### config.mk
export PLATFORM = sky130hd
export DESIGN_NAME = multi_rate_divider
export DESIGN_NICKNAME = d
export VERILOG_FILES = /design/src/rtl/freq_div_pkg.sv /design/src/rtl/switch_sync.sv /design/src/rtl/multi_rate_divider.sv
export SDC_FILE = /design/constraint.sdc
export NUM_CORES = 1
export LEC_CHECK = 0
export BUFFER_PORTS_ARGS = -buffer_cell sky130_fd_sc_hd__clkbuf_2
export CAP_MARGIN = 0
export CORE_ASPECT_RATIO = 0.8
export CORE_UTILIZATION = 40
export CTS_CLUSTER_DIAMETER = 150
export DETAILED_ROUTE_END_ITERATION = 7
export SYNTH_ARGS = -nofsm -noshare
export SYNTH_HDL_FRONTEND = slang
export SYNTH_SLANG_ARGS = --single-unit
export TNS_END_PERCENT = 10
### constraint.sdc
create_clock -name clk -period 3.14 [get_ports clk]
set_clock_uncertainty 0.15 [all_clocks]
set_input_delay 0.471 -clock clk [delete_from_list [all_inputs] [get_ports clk]]
set_output_delay 0.471 -clock clk [all_outputs]
set_load 0.01 [all_outputs]
### src/rtl/freq_div_pkg.sv
// rtl/freq_div_pkg.sv - shared types, defaults and divisor helper for the multi-rate divider
package freq_div_pkg;

   typedef enum logic [1:0] {
      OFF  = 2'd0,
      RUN  = 2'd1,
      PEND = 2'd2
   } div_state_t;

   localparam int DEF_CLK_HZ = 50_000_000;
   localparam int DEF_NRATES = 3;
   localparam int DEF_RATE_HZ [DEF_NRATES] = '{1, 20, 60};

   function automatic int div_of(int clk_hz, int rate_hz);
      return (rate_hz > 0) ? clk_hz / rate_hz : 0;
   endfunction

endpackage

### src/rtl/switch_sync.sv
// rtl/switch_sync.sv - two-flop synchroniser for slow asynchronous switch inputs
module switch_sync #(
   parameter int WIDTH = 4
) (
   input  logic             clk,
   input  logic             i_rst_n,
   input  logic [WIDTH-1:0] i_d,
   output logic [WIDTH-1:0] o_q
);

   logic [WIDTH-1:0] r_meta;
   logic [WIDTH-1:0] r_sync;

   always_ff @(posedge clk or negedge i_rst_n) begin
      if (!i_rst_n) begin
         r_meta <= '0;
         r_sync <= '0;
      end else begin
         r_meta <= i_d;
         r_sync <= r_meta;
      end
   end

   assign o_q = r_sync;

endmodule

### src/rtl/multi_rate_divider.sv
// rtl/multi_rate_divider.sv - selectable-rate tick / square-wave generator
// Rate and mode changes are deferred to a period boundary so neither output ever shows a runt.
module multi_rate_divider
   import freq_div_pkg::*;
#(
   parameter int CLK_HZ           = DEF_CLK_HZ,
   parameter int NRATES           = DEF_NRATES,
   parameter int RATE_HZ [NRATES] = DEF_RATE_HZ,
   parameter int NBITS            = $clog2(CLK_HZ)
) (
   input  logic              clk,
   input  logic              _rst,
   input  logic [NRATES-1:0] sel,
   input  logic              mode_square,
   output logic              tick,
   output logic              wave,
   output logic [NRATES-1:0] led,
   output logic              active,
   output logic              sel_err
);

   localparam int IW = (NRATES > 1) ? $clog2(NRATES) : 1;

   logic [NBITS-1:0] w_dm1  [NRATES];
   logic [NBITS-1:0] w_half [NRATES];

   for (genvar g = 0; g < NRATES; g++) begin : g_rate
      localparam int D = div_of(CLK_HZ, RATE_HZ[g]);
      if (RATE_HZ[g] <= 0 || D < 2 || longint'(D - 1) >= (longint'(1) << NBITS)) begin : g_bad
         $error("multi_rate_divider: rate %0d yields unusable divisor %0d", g, D);
      end
      assign w_dm1[g]  = NBITS'(D - 1);
      assign w_half[g] = NBITS'(D / 2);
   end

   logic [NRATES:0]   w_sync;
   logic [NRATES-1:0] w_sel_s;
   logic              w_mode_s;

   switch_sync #(.WIDTH(NRATES + 1)) u_sync (
      .clk     (clk),
      .i_rst_n (_rst),
      .i_d     ({mode_square, sel}),
      .o_q     (w_sync)
   );

   assign w_sel_s  = w_sync[NRATES-1:0];
   assign w_mode_s = w_sync[NRATES];

   div_state_t        r_state;
   logic [IW-1:0]     r_cur;
   logic              r_mode;
   logic [IW-1:0]     r_pidx;
   logic              r_pmode;
   logic [NBITS-1:0]  r_cnt;
   logic              r_tick;
   logic              r_wave;
   logic [NRATES-1:0] r_led;
   logic              r_active;
   logic              r_sel_err;

   logic [IW-1:0]     w_idx;
   logic              w_multi;
   logic              w_legal;
   logic              w_differs;
   logic              w_wrap;
   logic [NBITS-1:0]  w_cnt_inc;
   logic [NBITS-1:0]  w_half_cur;

   always_comb begin
      w_idx = '0;
      for (int i = 0; i < NRATES; i++) begin
         if (w_sel_s[i]) w_idx = IW'(i);
      end
   end

   // x & (x-1) clears the lowest set bit: non-zero means more than one switch is on
   assign w_multi    = (w_sel_s & (w_sel_s - NRATES'(1))) != '0;
   assign w_legal    = (w_sel_s != '0) && !w_multi;
   assign w_differs  = (w_idx != r_cur) || (w_mode_s != r_mode);
   assign w_wrap     = (r_cnt == w_dm1[r_cur]);
   assign w_cnt_inc  = r_cnt + NBITS'(1);
   assign w_half_cur = w_half[r_cur];

   always_ff @(posedge clk or negedge _rst) begin
      if (!_rst) begin
         r_state   <= OFF;
         r_cur     <= '0;
         r_mode    <= 1'b0;
         r_pidx    <= '0;
         r_pmode   <= 1'b0;
         r_cnt     <= '0;
         r_tick    <= 1'b0;
         r_wave    <= 1'b0;
         r_led     <= '0;
         r_active  <= 1'b0;
         r_sel_err <= 1'b0;
      end else begin
         r_sel_err <= w_multi;
         r_tick    <= 1'b0;
         case (r_state)
            OFF: begin
               if (w_legal) begin
                  r_state  <= RUN;
                  r_cur    <= w_idx;
                  r_mode   <= w_mode_s;
                  r_cnt    <= '0;
                  r_led    <= NRATES'(1) << w_idx;
                  r_active <= 1'b1;
                  r_wave   <= w_mode_s;
               end
            end
            RUN, PEND: begin
               if (w_sel_s == '0) begin
                  r_state  <= OFF;
                  r_cnt    <= '0;
                  r_led    <= '0;
                  r_active <= 1'b0;
                  r_wave   <= 1'b0;
               end else begin
                  if (w_legal && (r_state == PEND || w_differs)) begin
                     r_pidx  <= w_idx;
                     r_pmode <= w_mode_s;
                  end
                  if (w_wrap) begin
                     // cnt restarts at 0, which is the high phase in square mode and the tick in pulse mode
                     r_cnt  <= '0;
                     r_tick <= 1'b1;
                     r_wave <= 1'b1;
                     if (r_state == PEND) begin
                        r_state <= RUN;
                        r_cur   <= r_pidx;
                        r_mode  <= r_pmode;
                        r_led   <= NRATES'(1) << r_pidx;
                     end else if (w_legal && w_differs) begin
                        r_state <= PEND;
                     end
                  end else begin
                     r_cnt  <= w_cnt_inc;
                     r_wave <= r_mode && (w_cnt_inc < w_half_cur);
                     if (w_legal && w_differs) r_state <= PEND;
                  end
               end
            end
            default: r_state <= OFF;
         endcase
      end
   end

   assign tick    = r_tick;
   assign wave    = r_wave;
   assign led     = r_led;
   assign active  = r_active;
   assign sel_err = r_sel_err;

endmodule

==> metrics.md <==
| Metric | Value |
|---|---|
| Run status | completed |
| Overflow after GRT | 0 |
| Critical path, cell by cell | ha_2 > nand3_2 > buf_4 > nor2_2 > nand2_2 > nor2_2 > xor2_1 > ha_1 > and3_4 > o211ai_1 > or4_4 > a2111oi_4 > o31a_1 > o41ai_2 |
| Synth warnings | 0 |
| Psw | between 1 and 1.5 mW |
| Clock sink count | 49 |
| Crit-path most repeated cell | nor2_2 |
| Remaining DRCs | 0 |
| Via count | ~3200 |
| Row Count | 30 |
| LEAKAGE | roughly 2.0 nW |
| First-pass iteration count of the detailed router | 5 |
| Seq pwr share | 0.271 |
| Layout cell share with drive strength beyond 1 | 0.262 |
| Core ar. | about 8600 µm² |
| Filler Cells Inserted | 809 |
| Root Driver | clkbuf_8 |
| Asr flop ratio synth | 1.00 |
| Clk_lat worst skew | roughly 0.32 ns |
| Ys flop type | dfrtp_1 |
| Antenna violations before repair | 0 |
| Register area | 1230 µm² |
| Starting density of the core | 0.419 |
| Pwr/cell area | just under 700 nW/µm² |
| Max Clock Freq | 323 MHz |
| Setup CP Type | reg2reg |
| Max-Cap Viols | 0 |
| Endpoint class of the critical path | flop |
| Crit path depth | 14 |
| Clock-pin slew on the worst setup and hold paths | between 0.1 and 0.15 ns |
| WL/cell | roughly 18 µm |
| Die Span X | ~110 µm |
| Worst vdd ir | roughly 0.39 mV |
| DPL Wire Length | between 7000 and 8000 µm |
| Syn Inst Count | roughly 390 |
| Layout area overhead | 19.7% |
| Remaining antenna violation count after routing | 0 |
| Min Tclk post-route | 3.10 ns |
| Fin crit share | 0.987 |
| Die H | roughly 87 µm |
| Port Buf Inserts | 12 |
| CP bufs+invs | 1 |
| Netlist cell types | between 60 and 70 |
| Htree depth | 2 |
| CP peak stage delay | about 0.50 ns |
| WP data arrival | about 3.2 ns |
| Die footprint | between 9000 and 10000 µm² |
| Initial detailed-routing violation count | about 150 |
| # setup viols final | 0 |
| CTS tree | done |
| WP data required | 3.20 ns |
| CP delay by family, top | simple AND/OR/NAND/NOR gates |
| Cell area after synthesis | between 3000 and 4000 µm² |
| Slowest CP cell | or4_4 |
| Total track usage | 0.231 |
| Ports | 13 |
| Largest net degree at the start of global routing | 34 |
| Comb power frac | 0.584 |
| Num CTS Buffers | 5 |
| Worst hold path class | in2reg |
| Hold Path Depth | 1 |
| Clk pwr share | 0.145 |
| Synthesized flop and latch total | 49 |
| Vias in the first global route | 3044 |
| Actual slew at the worst max-slew pin | roughly 0.72 ns |
| Post-synth EDFFs | 0 |
| Slew margin rel. | 0.514 |
| Net switching fraction of the power | 0.464 |
| GPL Wtd Cong | between 0.9 and 1 |
| Antenna Cells | 0 |
| Yosys top cell area share | 0.341 |
| Clk buf depth | 2 |
| Leading post-synthesis cells by cell area | dfrtp_1 (34%), ha_1 (9.0%), nand2_1 (4.8%) |
| Hold Fails Final Rpt | 0 |
| Int Pwr | 1.58 mW |
| R2R depth | 14 |
| RSZ-0062 raised after global routing | yes |
| Hold Slack | between 0.09 and 0.1 ns |
| Critical Path Source Type | flop |
| Post-Syn Nets | between 400 and 500 |
| Slew Viols, Final | 0 |
| Vias/cell | ~5.6 |
| Sequential area share after synthesis | 0.341 |
| Mean area per synthesized cell | 9.21 µm² |
| Worst-path fanout max | 3 |
| Design area | between 4000 and 5000 µm² |
| Total chip power | a little under 3 mW |
| First-pass GRT wire length | about 16000 µm |
| Post-place instance area | between 4000 and 5000 µm² |
| Largest area contributor in the netlist | dfrtp_1 |
| Final Net Count | 485 |
| Final wirelength | 10100 µm |
| Area of the multi-input gates | roughly 2300 µm² |
-- state kept, by name, summed over array words and instances, names as in the netlist, 2 cells and up --
| signal | count |
|---|---|
| r_cur | 2 |
| r_cnt | 26 |
| r_pidx | 2 |
| r_state | 2 |
| u_sync.r_meta | 4 |
| led | 3 |
| u_sync.o_q | 4 |
-- layer usage --
metal	global-route usage	part of all wire	up-vias
li1	-	-	1560
met1	0.361	0.52	1522
met4	0.0511	0.011	0
met3	0.0277	0.044	10
met5	0	0	-
met2	0.338	0.42	72
-- cell usage in the layout (no fill, tap or decap), types with 5 or more instances in the layout --
cell type / count
xor2_1: 9
and3_1: 5
nand4_1: 9
nor3_1: 8
inv_1: 13
o21ai_0: 27
xnor2_1: 18
dfrtp_1: 49
nand3_1: 10
a21oi_1: 8
clkbuf_8: 5
nor2_1: 30
clkbuf_2: 12
a22o_1: 16
nand2_1: 44
mux2_1: 6
ha_1: 25
buf_4: 61
-- final timing paths --
| kind | slack (ns) | end | from |
|---|---|---|---|
| setup reg to reg | 0.04 | wave | r_cnt[1] |
| setup / recovery | 0.04 | wave | r_cnt[1] |
| max in group asynchronous | 1.58 | r_cnt[17] | _rst |
| hold / removal | 0.09 | u_sync.r_meta[3] | mode_square |
| min in group asynchronous | 0.47 | r_cnt[7] | _rst |
| hold reg to reg | 0.21 | u_sync.o_q[3] | u_sync.r_meta[3] |
-- power groups by stage --
stage          clock (mW)  sequential [mW]  combinational, mW
2_1_floorplan           0            0.821               1.12
3_3_place_gp            0            0.806               1.64
3_5_place_dp            0            0.810               1.67
4_1_cts             0.440            0.799               1.68
5_1_grt             0.462            0.814               1.90
6_report            0.429            0.799               1.72
-- cell usage after synthesis (6+ instances only) --
cell and count:
and3_1 6, mux2_1 6, nor2_1 33, inv_1 13, nor4_1 6, nand4_1 9, xnor2_1 19, ha_1 26
o21ai_0 27, a22o_1 16, nor3_1 8, nand2_1 46, dfrtp_1 49, nand3_1 11, xor2_1 9, clkbuf_1 10
a21oi_1 8
-- cell families (layout without fill, tap and decap cells) --
kind of cell               count (synthesis)  in the layout  share of synthesized area
adders and majority gates                 26             26                     0.0903
xor gates and xnor gates                  28             28                     0.0681
AOI/OAI and AO/OA                         90             90                      0.195
buffers and inverters                     32             95                     0.0483
muxes                                     11             11                     0.0337
and+or+nand+nor                          155            155                      0.224
DFF                                       49             49                      0.341
-- layout make-up --
type,count,share of cell area
Inverter,13,0.0113
Sequential cell,49,0.284
Tap cell,112,0.0325
Clock buffer,5,0.0160
Clock inverter,3,0.00609
Timing Repair Buffer,74,0.122
Multi-Input combinational cell,310,0.527
-- metrics by stage --
step | cells | utilization | setup slack, ns | setup TNS [ns]
5_1_grt | 566 | 0.502 | -0.104 | -0.104
6_report | 566 | 0.502 | 0.0423 | 0
3_3_place_gp | 550 | 0.478 | 0.00242 | 0
3_5_place_dp | 550 | 0.478 | -0.0790 | -0.0790
4_1_cts | 565 | 0.497 | -0.0316 | -0.0316
2_1_floorplan | 391 | - | 0.00551 | 0
-- timing repair --
item	CTS	global route
pin swaps	7	5
endpoints found under the setup margin	1	5
hold endpoints to repair	16	0
buffers inserted	6	1
gates resized for setup	6	8
hold buffers	1	0
-- worst reg2reg max path, cell delays in order, from the launching register on --
cell and delay, ns:
dfrtp_1 0.37, ha_2 0.19, nand3_2 0.10, buf_4 0.16
nor2_2 0.12, nand2_2 0.10, nor2_2 0.16, xor2_1 0.09
ha_1 0.29, and3_4 0.19, o211ai_1 0.08, or4_4 0.50
a2111oi_4 0.23, o31a_1 0.20, o41ai_2 0.06
Note: power is estimated with default switching activity, not from simulation.
